**config.mk**
```make
export PLATFORM = sky130hd
export DESIGN_NAME = instr_decoder_flat
export DESIGN_NICKNAME = d
export VERILOG_FILES = /design/src/rtl/cpu_pkg.sv /design/src/rtl/instr_decoder_if.sv /design/src/rtl/instr_decoder.sv /design/src/flat_wrapper.sv
export SDC_FILE = /design/constraint.sdc
export NUM_CORES = 1
export LEC_CHECK = 0
export ABC_AREA = 1
export ABC_CLOCK_PERIOD_IN_PS = 800
export CORE_ASPECT_RATIO = 1.25
export CORE_MARGIN = 10
export CORE_UTILIZATION = 29
export DETAILED_ROUTE_END_ITERATION = 8
export PLACE_DENSITY = 0.86
export SLEW_MARGIN = 25
export SYNTH_ARGS = -nofsm -noshare
export SYNTH_HDL_FRONTEND = slang
export SYNTH_SLANG_ARGS = --single-unit
```
**constraint.sdc**
```tcl
create_clock -name clk -period 0.8 [get_ports clk]
set_input_delay 0.16 -clock clk [delete_from_list [all_inputs] [get_ports clk]]
set_output_delay 0.16 -clock clk [all_outputs]
set_load 0.1 [all_outputs]
```
**src/rtl/cpu_pkg.sv**
```systemverilog
// cpu_pkg: instruction field geometry and opcode-class encoding shared by the CPU front end.
package cpu_pkg;
  localparam int OPCODE_W  = 6;
  localparam int IMM_W     = 9;
  localparam int INSTR_W   = 16;
  localparam int OPC_MSB   = 15;
  localparam int REGID_BIT = 9;
  typedef enum logic [1:0] {
    CLS_ALU    = 2'b00,
    CLS_MEM    = 2'b01,
    CLS_BRANCH = 2'b10,
    CLS_SYS    = 2'b11
  } opc_cls_e;
endpackage

```
**src/rtl/instr_decoder_if.sv**
```systemverilog
// instr_decoder_if: fetch-to-decoder bus carrying the raw word and the decoded fields.
interface instr_decoder_if;
  import cpu_pkg::*;
  logic [INSTR_W-1:0]  instr;
  logic                in_valid;
  logic [OPCODE_W-1:0] opcode;
  logic                regid;
  logic [IMM_W-1:0]    immed;
  logic                out_valid;
  logic [OPCODE_W-1:0] opcode_q;
  logic                regid_q;
  logic [IMM_W-1:0]    immed_q;
  logic [INSTR_W-1:0]  imm_sext;
  logic [INSTR_W-1:0]  imm_zext;
  logic                cls_alu;
  logic                cls_mem;
  logic                cls_branch;
  logic                cls_sys;
  modport master (
    output instr, in_valid,
    input  opcode, regid, immed, out_valid, opcode_q, regid_q, immed_q,
           imm_sext, imm_zext, cls_alu, cls_mem, cls_branch, cls_sys
  );
  modport slave (
    input  instr, in_valid,
    output opcode, regid, immed, out_valid, opcode_q, regid_q, immed_q,
           imm_sext, imm_zext, cls_alu, cls_mem, cls_branch, cls_sys
  );
endinterface

```
**src/rtl/instr_decoder.sv**
```systemverilog
// instr_decoder: combinational field split plus a valid-qualified registered decode with extended immediates.
module instr_decoder
  import cpu_pkg::*;
(
  input logic             clk,
  input logic             rst,
  instr_decoder_if.slave  bus
);
  opc_cls_e cls;
  assign bus.opcode = bus.instr[OPC_MSB -: OPCODE_W];
  assign bus.regid  = bus.instr[REGID_BIT];
  assign bus.immed  = bus.instr[IMM_W-1:0];
  assign cls        = opc_cls_e'(bus.instr[OPC_MSB -: 2]);
  always_ff @(posedge clk) begin
    if (rst) begin
      bus.out_valid  <= 1'b0;
      bus.opcode_q   <= '0;
      bus.regid_q    <= 1'b0;
      bus.immed_q    <= '0;
      bus.imm_sext   <= '0;
      bus.imm_zext   <= '0;
      bus.cls_alu    <= 1'b0;
      bus.cls_mem    <= 1'b0;
      bus.cls_branch <= 1'b0;
      bus.cls_sys    <= 1'b0;
    end else begin
      bus.out_valid <= bus.in_valid;
      if (bus.in_valid) begin
        bus.opcode_q   <= bus.opcode;
        bus.regid_q    <= bus.regid;
        bus.immed_q    <= bus.immed;
        bus.imm_sext   <= {{(INSTR_W-IMM_W){bus.immed[IMM_W-1]}}, bus.immed};
        bus.imm_zext   <= {{(INSTR_W-IMM_W){1'b0}}, bus.immed};
        bus.cls_alu    <= cls == CLS_ALU;
        bus.cls_mem    <= cls == CLS_MEM;
        bus.cls_branch <= cls == CLS_BRANCH;
        bus.cls_sys    <= cls == CLS_SYS;
      end
    end
  end
endmodule

```
**src/flat_wrapper.sv**
```systemverilog
// flat-port wrapper written by rule: the top's interface ports become plain ports
module instr_decoder_flat import cpu_pkg::*;
  (clk, rst, bus_instr, bus_in_valid, bus_opcode, bus_regid, bus_immed, bus_out_valid, bus_opcode_q, bus_regid_q, bus_immed_q, bus_imm_sext, bus_imm_zext, bus_cls_alu, bus_cls_mem, bus_cls_branch, bus_cls_sys);
  instr_decoder_if bus_i ();
  input logic clk;
  input logic rst;
  input wire logic [$bits(bus_i.instr)-1:0] bus_instr;
  input wire logic [$bits(bus_i.in_valid)-1:0] bus_in_valid;
  output wire logic [$bits(bus_i.opcode)-1:0] bus_opcode;
  output wire logic [$bits(bus_i.regid)-1:0] bus_regid;
  output wire logic [$bits(bus_i.immed)-1:0] bus_immed;
  output wire logic [$bits(bus_i.out_valid)-1:0] bus_out_valid;
  output wire logic [$bits(bus_i.opcode_q)-1:0] bus_opcode_q;
  output wire logic [$bits(bus_i.regid_q)-1:0] bus_regid_q;
  output wire logic [$bits(bus_i.immed_q)-1:0] bus_immed_q;
  output wire logic [$bits(bus_i.imm_sext)-1:0] bus_imm_sext;
  output wire logic [$bits(bus_i.imm_zext)-1:0] bus_imm_zext;
  output wire logic [$bits(bus_i.cls_alu)-1:0] bus_cls_alu;
  output wire logic [$bits(bus_i.cls_mem)-1:0] bus_cls_mem;
  output wire logic [$bits(bus_i.cls_branch)-1:0] bus_cls_branch;
  output wire logic [$bits(bus_i.cls_sys)-1:0] bus_cls_sys;
  assign bus_i.instr = bus_instr;
  assign bus_i.in_valid = bus_in_valid;
  assign bus_opcode = bus_i.opcode;
  assign bus_regid = bus_i.regid;
  assign bus_immed = bus_i.immed;
  assign bus_out_valid = bus_i.out_valid;
  assign bus_opcode_q = bus_i.opcode_q;
  assign bus_regid_q = bus_i.regid_q;
  assign bus_immed_q = bus_i.immed_q;
  assign bus_imm_sext = bus_i.imm_sext;
  assign bus_imm_zext = bus_i.imm_zext;
  assign bus_cls_alu = bus_i.cls_alu;
  assign bus_cls_mem = bus_i.cls_mem;
  assign bus_cls_branch = bus_i.cls_branch;
  assign bus_cls_sys = bus_i.cls_sys;
  instr_decoder u_core (.clk(clk), .rst(rst), .bus(bus_i));
endmodule
```
==> impl_metrics.toml <==
[power_and_ir_drop]
ir_drop_v = 0.001002
p_sw_mw = 2.276
power_density_nw_per_um2 = 1897
pwr-share-clk_pct = 14.8
leakage_nw = 1.058
p_sw_share_pct = 49.55
pwr-share-comb_pct = 58.9
p_seq_share_pct = 26.4
internal-power_mw = 2.317

[critical_path]
cp_max_fo = 5
r2r_cells = 3
required_ps = 640
critPathBufInv = 2
crit_top_cell = "buf_12"
worstPathArrival_ps = 950
cp-start-kind = "flip-flop"
slowest_delay_ps = 380
path_cells = "buf_12 -> buf_12"
path_class = "flip-flop to output pin"
reg2reg_to = "u_core.bus.immed_q[8]"
r2r-start = "u_core.bus.immed_q[8]"
end_kind = "output pin"
cpMaxStageDelayCell = "dfxtp_4"
rrSetupSlack_ps = 20
critical_path.top_delay_family = "flip-flops"

[placement]
placed_area_um2 = 2328
gp_congestion = 0.7396
port_buffers = 80
hpwl_um = 3020

[global_routing]
grt_remaining_overflow = 0
top_usage_layer = "met2"
grt_pass1_wl_um = 5092
grt_pass1_vias = 1018
antenna_found_initial = 0
globalRouteMet2Util_pct = 18.13
grt_max_degree = 21
met3_usage_pct = 4.596
track_usage_pct = 9.968
met1_usage_pct = 9.897

[clocking]
ctsHoldBuffers = 0
clk_latency_ps = 250
cts_buffer_depth = 2
path_clk_slew_ps = 70
numCtsBuffers = 3
cts_root_buf = "clkbuf_8"
htree_levels = 1
cts_tree = "built"
cts.sinks = 21

[floorplan]
core_area_um2 = 3573
die_area_um2 = 6631
die_h_um = 88.58
initial_core_util_pct = 30.53
io-pin-count = 88
rows = 24
die_w_um = 74.86

[status]
status = "finished with violations"
violations = "negative setup slack"

[finish]
regArea_um2 = 496.7
drive_gt1_share_pct = 54.59
nNetsFinal = 205
design_area_um2 = 2421
antenna_cells = 0
multi_input_area_um2 = 287.8
fillers = 251
area.growth.synth_to_final_pct = 121.9

[worst_hold_path]
min_path_cells = 3
hold_path_class = "input port to flip-flop"
min_from = "bus_instr[6]"
whs_endpoint = "u_core.bus.immed_q[6]"

[sta]
fin_tns_setup_ps = -9596
slew_violations = 0
fin_skew_ps = 0
fin_crit_ps = 1110
rsz0062_at_grt = "true"
final-setup-viol-count = 46
finalHoldViolations = 0
post-route-period-util_pct = 138.7
holdWs_ps = 311.4
fmax_ghz = 0.9013
postLayoutSetupSlackWorst_ps = -309.5

[logic_synthesis]
synth_adder_area_share_pct = 0
synth_cell_types = 14
synth_compound_area_share_pct = 9.060
synth-xor-area-share_pct = 0
syn_area_um2 = 1091
synthMuxAreaShare_pct = 0
synth_seq_area_share_pct = 38.53
synth_warnings = 0
syn_inst = 138
ys_ff_latch = 21
synthSimpleGateAreaFrac_pct = 14.91
synth_top_family_by_area = "buffers and inverters"
synth_area_per_cell_um2 = 7.906

[routing]
drtIter0Drc = 46
antenna_left = 0
vias = 975
viasPerCell = 4.353
remaining_drc_errors = 0
drt_first_pass_iters = 4
drt-wirelength-per-cell_um = 15.47
totalWireLength_um = 3466

[job]
maxCapViolCount = 0
-- stage by stage --
| stage | instances | utilization (%) | power, mW | setup slack (ps) |
|---|---|---|---|---|
| final | 224 | 67.75 | 4.593 | -309.5 |
| after global placement | 216 | 65.16 | 3.918 | -368.5 |
| after detailed placement | 216 | 65.16 | 3.943 | -426.5 |
| after floorplan | 144 | - | 3.196 | -239.9 |
| after CTS | 223 | 67.44 | 4.639 | -315.2 |
| after global routing | 224 | 67.75 | 4.747 | -337.6 |
-- synth_stat cells --
cell type	count	area [um2]
o21ai_2	1	8.760
a21oi_1	4	20.02
buf_6	1	11.26
inv_2	2	7.510
nand3_1	2	10.01
inv_1	1	3.750
o21ai_1	1	5.000
nand2_1	7	26.28
dfxtp_1	21	420.4
nor2_1	32	120.1
conb_1	1	3.750
buf_4	51	382.9
nand2_2	1	6.260
o21ai_0	13	65.06
-- power groups by stage --
stage	sequential, mW	combinational, mW	clock, mW
6_report	1.21	2.70	0.678
5_1_grt	1.22	2.77	0.756
4_1_cts	1.21	2.72	0.705
3_5_place_dp	1.26	2.68	0
3_3_place_gp	1.26	2.66	0
2_1_floorplan	1.68	1.52	0
-- worst min-delay path, delay by kind of cell --
| kind | cells | cell delay, ps |
|---|---|---|
| buffers and inverters | 1 | 230 |
| and+or+nand+nor | 2 | 140 |
-- how the worst max path moves through the flow --
stage	startpoint	end	slack [ps]	cells after the start
after floorplan	u_core.bus.immed_q[8]	bus_imm_sext[10]	-240	1
after global placement	bus_in_valid	u_core.bus.cls_branch	-370	5
after detailed placement	bus_in_valid	u_core.bus.immed_q[2]	-430	4
after CTS	u_core.bus.immed_q[8]	bus_imm_zext[8]	-320	2
after global routing	u_core.bus.immed_q[8]	bus_imm_zext[8]	-340	2
final	u_core.bus.immed_q[8]	bus_imm_zext[8]	-310	2
-- registers in the layout, indices dropped and copies added (netlist names) --
register and cells:
u_core.bus.cls_alu 1, u_core.bus.cls_branch 1, u_core.bus.opcode_q 6, u_core.bus.out_valid 1, u_core.bus.immed_q 9, u_core.bus.cls_sys 1
u_core.bus.regid_q 1, u_core.bus.cls_mem 1
-- placed cells by master, fill, tap and decap left out --
cell type	n
a21oi_1	4
buf_12	66
buf_4	5
clkbuf_8	3
clkdlybuf4s15_1	7
clkdlybuf4s15_2	1
clkinv_2	1
conb_1	7
dfxtp_2	1
dfxtp_4	20
dlygate4sd2_1	10
inv_1	1
inv_2	1
inv_4	1
nand2_1	7
nand2_2	1
nand3_1	2
nor2_1	32
o21ai_0	10
o21ai_1	4
o21ai_2	1
-- layout make-up --
type / instances / area share [%]
timing repair buffer: 89 / 63.10
sequential: 21 / 20.52
multi-input combinational: 68 / 11.89
tap: 39 / 2.016
clock buffer: 3 / 1.705
inverter: 3 / 0.5685
clock inverter: 1 / 0.2067
-- logic make-up after synthesis --
family / count (synthesis)
and+or+nand+nor: 42
buffers and inverters: 55
other: 1
AOI/OAI and AO/OA: 19
DFF: 21
-- repair_timing --
action / 4_1_cts / 5_1_grt
gates cloned: 0 / 0
gates resized for setup: 27 / 3
buffers inserted: 3 / 1
pin swaps: 0 / 0
hold endpoints to repair: 0 / 0
endpoints found under the setup margin: 82 / 50
-- per-layer routing --
layer,wire [um],vias up
met5,0,-
met2,1813,63
met1,1232,428
met3,402,2
li1,-,482
met4,17,0
Power figures use the tool's default switching activity.
